--- src/rtl/reset_sequencer_if.sv ---
// reset_sequencer_if: lock/trigger inputs and per-domain reset outputs of the reset sequencer
interface reset_sequencer_if;
    logic       i_pll_locked;
    logic       i_sw_reset;
    logic       i_wdt_expire;
    logic       o_periph_reset_n;
    logic       o_mem_reset_n;
    logic       o_core_reset_n;
    logic       o_busy;
    logic       o_lock_timeout;
    logic [1:0] o_reset_cause;

    modport master (
        input  i_pll_locked, i_sw_reset, i_wdt_expire,
        output o_periph_reset_n, o_mem_reset_n, o_core_reset_n, o_busy, o_lock_timeout, o_reset_cause
    );

    modport slave (
        output i_pll_locked, i_sw_reset, i_wdt_expire,
        input  o_periph_reset_n, o_mem_reset_n, o_core_reset_n, o_busy, o_lock_timeout, o_reset_cause
    );
endinterface

--- src/rtl/reset_sequencer.sv ---
// reset_sequencer: holds domain resets, waits for PLL lock, then releases periph, mem, core in order
module reset_sequencer #(
    parameter int HOLD_CYCLES  = 16,
    parameter int STAGE_GAP    = 4,
    parameter int LOCK_TIMEOUT = 1024
) (
    input logic i_aclk,
    input logic i_reset,
    reset_sequencer_if.master bus
);
    localparam int MAX_HS  = HOLD_CYCLES > STAGE_GAP ? HOLD_CYCLES : STAGE_GAP;
    localparam int MAX_ALL = MAX_HS > LOCK_TIMEOUT ? MAX_HS : LOCK_TIMEOUT;
    localparam int CW      = $clog2(MAX_ALL) + 1;
    localparam logic [CW-1:0] HOLD_LAST = CW'(HOLD_CYCLES - 1);
    localparam logic [CW-1:0] GAP_LAST  = CW'(STAGE_GAP - 1);
    localparam logic [CW-1:0] LOCK_LAST = CW'(LOCK_TIMEOUT - 1);
    localparam logic [CW-1:0] LOCK_MAX  = CW'(LOCK_TIMEOUT);

    typedef enum logic [2:0] {S_ASSERT, S_WAIT_LOCK, S_PERIPH, S_MEM, S_RUN} state_t;

    state_t        state_q, state_d;
    logic [CW-1:0] cnt_q, cnt_d;
    logic [1:0]    cause_q, cause_d;
    logic          timeout_q, timeout_d;
    logic          periph_n_q, periph_n_d;
    logic          mem_n_q, mem_n_d;
    logic          core_n_q, core_n_d;
    logic          busy_q, busy_d;
    logic          lock_loss, trigger;

    // Next state, counter, cause and flag; outputs decoded from next state so they flip with the state flop
    always_comb begin
        lock_loss = (state_q inside {S_PERIPH, S_MEM, S_RUN}) && !bus.i_pll_locked;
        trigger   = bus.i_wdt_expire || bus.i_sw_reset || lock_loss;
        cause_d   = bus.i_wdt_expire ? 2'b11 : bus.i_sw_reset ? 2'b10 : lock_loss ? 2'b01 : cause_q;
        state_d   = state_q;
        cnt_d     = cnt_q;
        timeout_d = timeout_q;
        if (trigger) begin
            state_d   = S_ASSERT;
            cnt_d     = '0;
            timeout_d = 1'b0;
        end else begin
            case (state_q)
                S_ASSERT: begin
                    state_d = cnt_q == HOLD_LAST ? S_WAIT_LOCK : S_ASSERT;
                    cnt_d   = cnt_q == HOLD_LAST ? '0 : cnt_q + 1'b1;
                end
                S_WAIT_LOCK: begin
                    state_d   = bus.i_pll_locked ? S_PERIPH : S_WAIT_LOCK;
                    cnt_d     = bus.i_pll_locked ? '0 : cnt_q == LOCK_MAX ? cnt_q : cnt_q + 1'b1;
                    timeout_d = timeout_q || (!bus.i_pll_locked && cnt_q >= LOCK_LAST);
                end
                S_PERIPH, S_MEM: begin
                    state_d = cnt_q != GAP_LAST ? state_q : state_q == S_PERIPH ? S_MEM : S_RUN;
                    cnt_d   = cnt_q == GAP_LAST ? '0 : cnt_q + 1'b1;
                end
                S_RUN: state_d = S_RUN;
                default: begin
                    state_d = S_ASSERT;
                    cnt_d   = '0;
                end
            endcase
        end
        periph_n_d = state_d inside {S_PERIPH, S_MEM, S_RUN};
        mem_n_d    = state_d inside {S_MEM, S_RUN};
        core_n_d   = state_d == S_RUN;
        busy_d     = state_d != S_RUN;
    end

    // State and registered outputs; i_reset forces the fully-asserted state
    always_ff @(posedge i_aclk) begin
        if (i_reset) begin
            state_q    <= S_ASSERT;
            cnt_q      <= '0;
            cause_q    <= 2'b00;
            timeout_q  <= 1'b0;
            periph_n_q <= 1'b0;
            mem_n_q    <= 1'b0;
            core_n_q   <= 1'b0;
            busy_q     <= 1'b1;
        end else begin
            state_q    <= state_d;
            cnt_q      <= cnt_d;
            cause_q    <= cause_d;
            timeout_q  <= timeout_d;
            periph_n_q <= periph_n_d;
            mem_n_q    <= mem_n_d;
            core_n_q   <= core_n_d;
            busy_q     <= busy_d;
        end
    end

    assign bus.o_periph_reset_n = periph_n_q;
    assign bus.o_mem_reset_n    = mem_n_q;
    assign bus.o_core_reset_n   = core_n_q;
    assign bus.o_busy           = busy_q;
    assign bus.o_lock_timeout   = timeout_q;
    assign bus.o_reset_cause    = cause_q;
endmodule

--- src/flat_wrapper.sv ---
// flat-port wrapper written by rule: the top's interface ports become plain ports
module reset_sequencer_flat 
#(
    parameter int HOLD_CYCLES  = 16,
    parameter int STAGE_GAP    = 4,
    parameter int LOCK_TIMEOUT = 1024
)
  (i_aclk, i_reset, bus_i_pll_locked, bus_i_sw_reset, bus_i_wdt_expire, bus_o_periph_reset_n, bus_o_mem_reset_n, bus_o_core_reset_n, bus_o_busy, bus_o_lock_timeout, bus_o_reset_cause);
  reset_sequencer_if bus_i ();
  input logic i_aclk;
  input logic i_reset;
  input wire logic [$bits(bus_i.i_pll_locked)-1:0] bus_i_pll_locked;
  input wire logic [$bits(bus_i.i_sw_reset)-1:0] bus_i_sw_reset;
  input wire logic [$bits(bus_i.i_wdt_expire)-1:0] bus_i_wdt_expire;
  output wire logic [$bits(bus_i.o_periph_reset_n)-1:0] bus_o_periph_reset_n;
  output wire logic [$bits(bus_i.o_mem_reset_n)-1:0] bus_o_mem_reset_n;
  output wire logic [$bits(bus_i.o_core_reset_n)-1:0] bus_o_core_reset_n;
  output wire logic [$bits(bus_i.o_busy)-1:0] bus_o_busy;
  output wire logic [$bits(bus_i.o_lock_timeout)-1:0] bus_o_lock_timeout;
  output wire logic [$bits(bus_i.o_reset_cause)-1:0] bus_o_reset_cause;
  assign bus_i.i_pll_locked = bus_i_pll_locked;
  assign bus_i.i_sw_reset = bus_i_sw_reset;
  assign bus_i.i_wdt_expire = bus_i_wdt_expire;
  assign bus_o_periph_reset_n = bus_i.o_periph_reset_n;
  assign bus_o_mem_reset_n = bus_i.o_mem_reset_n;
  assign bus_o_core_reset_n = bus_i.o_core_reset_n;
  assign bus_o_busy = bus_i.o_busy;
  assign bus_o_lock_timeout = bus_i.o_lock_timeout;
  assign bus_o_reset_cause = bus_i.o_reset_cause;
  reset_sequencer #(.HOLD_CYCLES(HOLD_CYCLES), .STAGE_GAP(STAGE_GAP), .LOCK_TIMEOUT(LOCK_TIMEOUT)) u_core (.i_aclk(i_aclk), .i_reset(i_reset), .bus(bus_i));
endmodule
--- config.mk ---
export PLATFORM = sky130hd
export DESIGN_NAME = reset_sequencer_flat
export DESIGN_NICKNAME = d
export VERILOG_FILES = /design/src/rtl/reset_sequencer_if.sv /design/src/rtl/reset_sequencer.sv /design/src/flat_wrapper.sv
export SDC_FILE = /design/constraint.sdc
export NUM_CORES = 1
export LEC_CHECK = 0
export ABC_AREA = 1
export BUFFER_PORTS_ARGS = -buffer_cell sky130_fd_sc_hd__buf_2
export CAP_MARGIN = 20
export CORE_MARGIN = 1
export CORE_UTILIZATION = 40
export CTS_CLUSTER_SIZE = 28
export DETAILED_ROUTE_END_ITERATION = 6
export PLACE_DENSITY = 0.58
export SLEW_MARGIN = 15
export SYNTH_ARGS = -nofsm -noshare
export SYNTH_HDL_FRONTEND = slang
export SYNTH_SLANG_ARGS = --single-unit
--- constraint.sdc ---
create_clock -name i_aclk -period 1.64 [get_ports i_aclk]
set_input_delay 0.328 -clock i_aclk [delete_from_list [all_inputs] [get_ports i_aclk]]
set_output_delay 0.328 -clock i_aclk [all_outputs]
set_load 0.01 [all_outputs]
==> flow_summary.toml, run 1 <==
[power]
p_total_mw = 0.8078
leakage_nw = 0.6033
powerDensity_mw_per_mm2 = 583.7
vdd_drop_max_uv = 324.4

[worst_setup_path]
worstPathCellList = "inv_1 -> ha_2 -> nand3_2 -> nor2_4 -> nand3_4 -> nand2_8 -> buf_4 -> o21ai_4 -> nor2_1"
crit_type = "flip-flop to flip-flop"
crit_start = "u_core.cnt_q[0]"
cp-start-kind = "flip-flop"
r2r_slack_ns = 0.07
crit_required_ns = 1.84
cp_max_fo = 8
r2r-end = "u_core.cnt_q[8]"
slowest_stage = "dfxtp_4"
reg2reg_from = "u_core.cnt_q[0]"
r2r_cells = 9
critPathCapture = "u_core.cnt_q[8]"
cp_data_arrival_time_ns = 1.77
cpPeakStageDelay_ns = 0.39
endpoint_kind = "flip-flop"

[detailed_routing]
drc_errors = 0
vias = 1096
wl_um = 2614
drtAntennaViolNets = 0
avgRoutedWirePerCell_um = 11.77
drt-pass1-iter-count = 4
drtIter0Drc = 31
viasPerCell = 4.937

[layout]
final-seq-area_um2 = 427.9
layout_commonest_cell = "nand2_1"
fin_cells = 222
drive_above_1_share_pct = 23.56
fillCellCount = 310
fin_area_mm2 = 0.001384
multiInputGateArea_um2 = 698.2
fin_nets = 199
n_antenna_cell = 0
area_growth_pct = 18.42
mostFrequentLayoutCells = "nand2_1 (33), inv_1 (28), nor2_1 (27), dfxtp_1 (19), nand3_1 (15)"

[synth]
syn-num-nets = 181
synthCells = 174
async_flop_share_pct = 0
synth_area_per_cell_um2 = 6.716
yosysSeqAreaShare_pct = 35.97
ys.flop_type = "dfxtp_1"
ys_seq_elements = 21
synth.area.top_cells = "dfxtp_1 (36%), nand2_1 (11%), nor2_1 (9.6%), inv_1 (9.0%), nand3_1 (7.3%)"
synth_largest_area_cell = "dfxtp_1"
yosys_warnings = 0
synth_edf_count = 0
yosysTopAreaCellShare_pct = 35.97
netlist_area_mm2 = 0.001169
synth.distinct_cells = 26

[clocking]
numCtsBuffers = 3
cts_max_level = 1
cts.path.max_buffers = 2
clk_pin_slew_ns = 0.11
clock_latency_ns = 0.31
ctsHoldBuffers = 0
cts.sinks = 21
root_buffer = "clkbuf_4"
cts_tree = "built"

[floorplanning]
core_mm2 = 0.002758
io_pins = 12
rows = 19
dieArea_mm2 = 0.003142
die_x_um = 56.05
start_util_pct = 42.38
die_y_um = 56.05

[grt]
grt_use_total_pct = 17.50
antenna_found_initial = 0
grt_pass1_vias = 994
overflow = 0
grt_max_degree = 12
grt_pass1_wl_um = 4278

[sta]
fin_crit_sh_pct = 95.64
setup_viol = 0
hold_viol_final = 0
skew_ns = 0.003959
slew_headroom_pct = 80.91
rsz0062_at_grt = "true"
tns_ns = 0
fmax_ghz = 0.6375
slew_viol_final = 0
post-route-min-period_ns = 1.569
worst_slew_pin_slew_ns = 0.2842

[run_status]
outcome = "finished clean"

[placed_design]
placed_cell_area_mm2 = 0.001262
dp_hpwl_um = 1938
placed_cells = 216
place_congestion = 0.8484
port_buffers = 11

[worst_hold_path]
hold_path.class = "primary input to flip-flop"
hold_depth = 3

[run]
max-cap-violations = 0
==> metal layers <==
layer / share of wire [%] / GRT usage [%] / vias to the layer above
li1: - / - / 579
met1: 48 / 22.17 / 500
met2: 49 / 28.74 / 13
met3: 2.2 / 3.721 / 4
met4: 1.3 / 7.317 / 0
met5: 0 / 0 / -
==> worst max-delay path, delay by kind of cell (launching register included) <==
| family | cells | cell delay, ns |
|---|---|---|
| compound gates | 1 | 0.23 |
| fa+ha+maj | 1 | 0.19 |
| buf+inv | 2 | 0.22 |
| flops | 1 | 0.39 |
| simple gates | 5 | 0.43 |
==> through the flow <==
| stage | hold slack [ns] | util [%] | setup slack, ns |
|---|---|---|---|
| final | 0.2452 | 50.18 | 0.07144 |
| after global routing | 0.2496 | 50.18 | -0.01846 |
| after CTS | 0.2436 | 46.91 | 0.03147 |
| after detailed placement | 0.4595 | 45.78 | -0.06203 |
| after global placement | 0.4457 | 45.78 | 0.02964 |
| after floorplan | 0.3971 | - | 0.2712 |
==> Yosys cell counts, drive strengths merged (2+ instances only) <==
cell type	number
dfxtp	21
a21oi	5
ha	2
nand3	20
nand3b	2
xor2	2
nand4	5
nor2	33
nor3	3
o21ai	5
inv	32
nand2	40
==> worst min path at each step <==
stage,slack [ns],from,to
after floorplan,0.40,i_reset,u_core.bus.o_reset_cause[1]
after global placement,0.45,u_core.bus.o_reset_cause[1],u_core.bus.o_reset_cause[1]
after detailed placement,0.46,u_core.bus.o_lock_timeout,u_core.bus.o_lock_timeout
after CTS,0.24,bus_i_wdt_expire,u_core.bus.o_reset_cause[0]
after global routing,0.25,i_reset,u_core.bus.o_reset_cause[1]
final,0.25,bus_i_wdt_expire,u_core.bus.o_reset_cause[0]
==> where the power goes <==
group	internal, mW	total, mW	switching, mW
Combinational	0.0153	0.0402	0.0249
Sequential	0.512	0.516	0.00360
Clock	0.0950	0.252	0.157
==> flip-flops by register name (all words and copies together) (netlist names) <==
name	flops
u_core.cnt_q	11
u_core.bus.o_periph_reset_n	1
u_core.state_q	3
u_core.bus.o_mem_reset_n	1
u_core.bus.o_core_reset_n	1
u_core.bus.o_reset_cause	2
u_core.bus.o_lock_timeout	1
u_core.bus.o_busy	1
==> cells by family after synthesis <==
| kind of cell | Yosys count | share of synthesized area, % |
|---|---|---|
| AOI/OAI and AO/OA | 13 | 7.067 |
| and+or+nand+nor | 104 | 43.04 |
| adders and majority gates | 2 | 2.141 |
| DFF | 21 | 35.97 |
| buffers and inverters | 32 | 10.28 |
| xor gates and xnor gates | 2 | 1.499 |
==> final cells by class <==
type | count | area share, %
multi-input combinational | 121 | 50.45
inverter | 32 | 8.861
sequential | 21 | 30.92
tap | 31 | 2.803
timing repair buffer | 13 | 5.063
clock buffer | 4 | 1.899
==> repair_timing <==
item,4_1_cts,5_1_grt
hold endpoints to repair,0,0
gates resized for setup,1,19
pin swaps,0,8
buffers inserted,0,2
setup endpoints to repair,9,13
Note: power is estimated with default switching activity, not from simulation.
==> run 2: changes to the inputs <==
- CORE_UTILIZATION: 40 -> 50
- PLACE_DENSITY: 0.58 -> 0.69
==> flow_summary.toml, run 2 (synthesis gave the netlist of run 1 again) <==
[layout]
mostFrequentLayoutCells = "nand2_1 (35), inv_1 (28), nor2_1 (27), dfxtp_1 (19), nand3_1 (15)"
area_growth_pct = 16.17
fin_cells = 219
final_util_pct = 61.37
n_antenna_cell = 0
regMostFlops = "u_core.cnt_q"
largest_reg_flops = 11
fin_nets = 199
layout_commonest_cell = "nand2_1"
drive_above_1_share_pct = 22.51

[worst_setup_path]
crit_required_ns = 1.84
cp-start-kind = "flip-flop"
cp_data_arrival_time_ns = 1.78
reg2reg_from = "u_core.cnt_q[1]"
r2r_cells = 8
endpoint_kind = "flip-flop"
cp_max_fo = 8
crit_type = "flip-flop to flip-flop"
r2r-end = "u_core.cnt_q[6]"
r2r_slack_ns = 0.05

[sta]
fin_crit_sh_pct = 96.83
fmax_ghz = 0.6297
worst_slew_pin_slew_ns = 0.3240
tns_ns = 0
hold_viol_final = 0
slew_headroom_pct = 78.32
slew_viol_final = 0
post-route-min-period_ns = 1.588
skew_ns = 0.007665
setup_viol = 0
timing.final.ws_setup_ns = 0.05201

[grt]
overflow = 0
grt_use_total_pct = 20.96
antenna_found_initial = 0
grt_pass1_vias = 979
grt_pass1_wl_um = 3995
grt_max_degree = 13

[clocking]
root_buffer = "clkbuf_4"
cts_tree = "built"
cts.sinks = 21
clock_latency_ns = 0.31
numCtsBuffers = 3
cts.path.max_buffers = 2
cts_max_level = 1
clk_pin_slew_ns = 0.12
ctsHoldBuffers = 0

[power]
leakage_nw = 0.6022
p_total_mw = 0.8055
combPwrFrac_pct = 4.8
seqPwrFrac_pct = 64.2
switching_share_pct = 23.11
p_int_mw = 0.6194
pwr-share-clk_pct = 31.0
vdd_drop_max_uv = 517.3
powerDensity_mw_per_mm2 = 593.4
p_switching_mw = 0.1862

[worst_hold_path]
hold_path.startpoint = "i_reset"
hold_path.class = "primary input to flip-flop"
holdPathEnd = "u_core.state_q[0]"
hold_depth = 2

[detailed_routing]
viasPerCell = 5.178
drc_errors = 0
drtIter0Drc = 28
drtAntennaViolNets = 0
avgRoutedWirePerCell_um = 10.95
drt-pass1-iter-count = 4
wl_um = 2398
vias = 1134

[floorplanning]
die_x_um = 50.35
core_mm2 = 0.002212
io_pins = 12
dieArea_mm2 = 0.002535
rows = 17
start_util_pct = 52.83
die_y_um = 50.35

[placed_design]
port_buffers = 11
dp_hpwl_um = 1806
place_congestion = 0.8708
dp_slack_ns = 0.02580
placed_cells = 213

[run]
max-cap-violations = 0

[run_status]
outcome = "finished clean"
run 2: layout make-up:
type / count / area (um2)
fillers: 226 / 854.6
multi-input cells: 121 / 676.9
flip-flops and latches: 21 / 425.4
inverters: 32 / 122.6
repair buffers: 13 / 70.07
well taps: 28 / 35.03
clock buffers: 3 / 22.52
clock inverters: 1 / 5.005
run 2: worst max path at each step:
stage	from	slack, ns	end	cells after the start
floorplan	u_core.cnt_q[0]	0.27	u_core.cnt_q[2]	8
global placement	u_core.cnt_q[1]	0.06	u_core.cnt_q[9]	8
detailed placement	u_core.cnt_q[1]	0.03	u_core.cnt_q[9]	8
CTS	u_core.cnt_q[1]	0.03	u_core.cnt_q[6]	8
global route	u_core.cnt_q[1]	-0.03	u_core.cnt_q[0]	8
finish	u_core.cnt_q[1]	0.05	u_core.cnt_q[6]	8
run 2: worst max-delay path: stages, from the launching register on:
cell,delay [ns]
dfxtp_2,0.40
ha_4,0.15
inv_1,0.05
nor3_2,0.22
nand2_1,0.12
nand2_1,0.10
nand3_2,0.10
o21ai_4,0.25
nor2_1,0.08
run 2: power by group through the flow:
stage / registers (mW) / logic, mW / clock network [mW]
finish: 0.517 / 0.0386 / 0.250
global route: 0.518 / 0.0435 / 0.279
global placement: 0.529 / 0.0372 / 0
detailed placement: 0.529 / 0.0372 / 0
CTS: 0.518 / 0.0373 / 0.254
floorplan: 0.530 / 0.0199 / 0
run 2: timing repair:
| item | 4_1_cts | 5_1_grt |
|---|---|---|
| gates resized for setup | 1 | 13 |
| pin swaps | 1 | 6 |
| hold endpoints to repair | 0 | 0 |
| setup endpoints to repair | 2 | 10 |
| buffers inserted | 0 | 2 |
run 2: metrics by stage:
stage	area (um2)	hold WS (ns)
after floorplan	1169	0.3971
after global placement	1259	0.4511
after detailed placement	1259	0.4623
after CTS	1291	0.2529
after global routing	1358	0.2419
final	1358	0.2490
run 2: routing by layer:
| metal | wire (um) | share of wire, % | vias up | global-route usage (%) |
|---|---|---|---|---|
| met1 | 1141 | 48 | 517 | 25.51 |
| met5 | 0 | 0 | - | 0 |
| met3 | 87 | 3.6 | 4 | 3.636 |
| met4 | 44 | 1.8 | 0 | 8.333 |
| met2 | 1124 | 47 | 30 | 36.22 |
| li1 | - | - | 583 | - |
==> run 3: changes to the inputs <==
- clock period: 1.64 -> 1.6 ns (I/O delays scaled with it)
==> flow_summary.toml, run 3 (synthesis gave the netlist of run 1 again) <==
[layout]
fin_nets = 199
regMostFlops = "u_core.cnt_q"
n_antenna_cell = 0
final_util_pct = 62.44
largest_reg_flops = 11
area_growth_pct = 18.20
fin_area_mm2 = 0.001381
fin_cells = 219
drive_above_1_share_pct = 24.61
mostFrequentLayoutCells = "nand2_1 (35), nor2_1 (27), inv_1 (26), dfxtp_1 (18), nand3_1 (15)"
layout_commonest_cell = "nand2_1"

[sta]
fin_crit_sh_pct = 94.24
slew_viol_final = 0
fmax_ghz = 0.6632
hold_viol_final = 0
timing.final.ws_setup_ns = 0.09224
skew_ns = 0.008411
worst_slew_pin_slew_ns = 0.3245
post-route-min-period_ns = 1.508
setup_viol = 0
slew_headroom_pct = 78.20
whs_ns = 0.2457
tns_ns = 0

[detailed_routing]
avgRoutedWirePerCell_um = 11.17
vias = 1123
wl_um = 2446
drtIter0Drc = 35
viasPerCell = 5.128
drc_errors = 0
drt-pass1-iter-count = 4
drtAntennaViolNets = 0

[floorplanning]
die_x_um = 50.35
io_pins = 12
die_y_um = 50.35
dieArea_mm2 = 0.002535
rows = 17
start_util_pct = 52.83
core_mm2 = 0.002212

[clocking]
cts.path.max_buffers = 2
ctsHoldBuffers = 0
clk_pin_slew_ns = 0.12
clock_latency_ns = 0.30
cts.sinks = 21
numCtsBuffers = 3
cts_max_level = 1
cts_tree = "built"
root_buffer = "clkbuf_4"

[grt]
overflow = 0
antenna_found_initial = 0
grt_pass1_wl_um = 4008
grt_use_total_pct = 21.03
grt_pass1_vias = 979
grt_max_degree = 13

[placed_design]
port_buffers = 11
placed_cell_area_mm2 = 0.001259
place_congestion = 0.8708
dp_hpwl_um = 1806
dp_slack_ns = -0.01420
placed_cells = 213

[worst_hold_path]
hold_path.class = "primary input to flip-flop"
hold_depth = 2

[worst_setup_path]
cp_data_arrival_time_ns = 1.70
r2r_cells = 8
crit_type = "flip-flop to flip-flop"
cp_max_fo = 8
cp-start-kind = "flip-flop"
endpoint_kind = "flip-flop"
crit_required_ns = 1.79

[power]
vdd_drop_max_uv = 523.2
p_total_mw = 0.8197
powerDensity_mw_per_mm2 = 593.4
leakage_nw = 0.6034

[run]
max-cap-violations = 0

[run_status]
outcome = "finished clean"
-- run 3: layout make-up --
cell class	instances	area, um2
fill	221	830.8
multi-input combinational	121	694.4
sequential	21	429.2
inverter	32	125.1
timing repair buffer	13	70.07
tap	28	35.03
clock buffer	3	22.52
clock inverter	1	5.005
-- run 3: critical path: stages, from the launching register on --
cell	delay, ns
dfxtp_4	0.40
ha_4	0.15
inv_2	0.05
nor3_4	0.17
nand2_1	0.11
nand2_1	0.10
nand3_2	0.11
o21ai_4	0.25
a21oi_1	0.08
-- run 3: final timing paths --
kind / slack, ns / end / from
worst max-delay path: 0.09 / u_core.cnt_q[0] / u_core.cnt_q[1]
worst min-delay path: 0.25 / u_core.state_q[0] / i_reset
worst max register to register: 0.09 / u_core.cnt_q[0] / u_core.cnt_q[1]
worst min register to register: 0.47 / u_core.bus.o_reset_cause[1] / u_core.bus.o_reset_cause[1]
-- run 3: repair_timing --
item / in CTS / in global routing
endpoints found under the setup margin: 8 / 11
resized for setup: 3 / 19
buffers inserted: 0 / 2
pin swaps: 1 / 13
-- run 3: report_power, final --
group          switching, mW  internal, mW  total, mW
clock                  0.158        0.0931      0.251
sequential           0.00377         0.525      0.529
combinational         0.0244        0.0154     0.0398
-- run 3: metal layers --
metal	part of all wire [%]	track usage (%)
met1	46	25.69
met4	1.7	8.333
met2	47	36.22
met5	0	0
met3	4.9	3.636
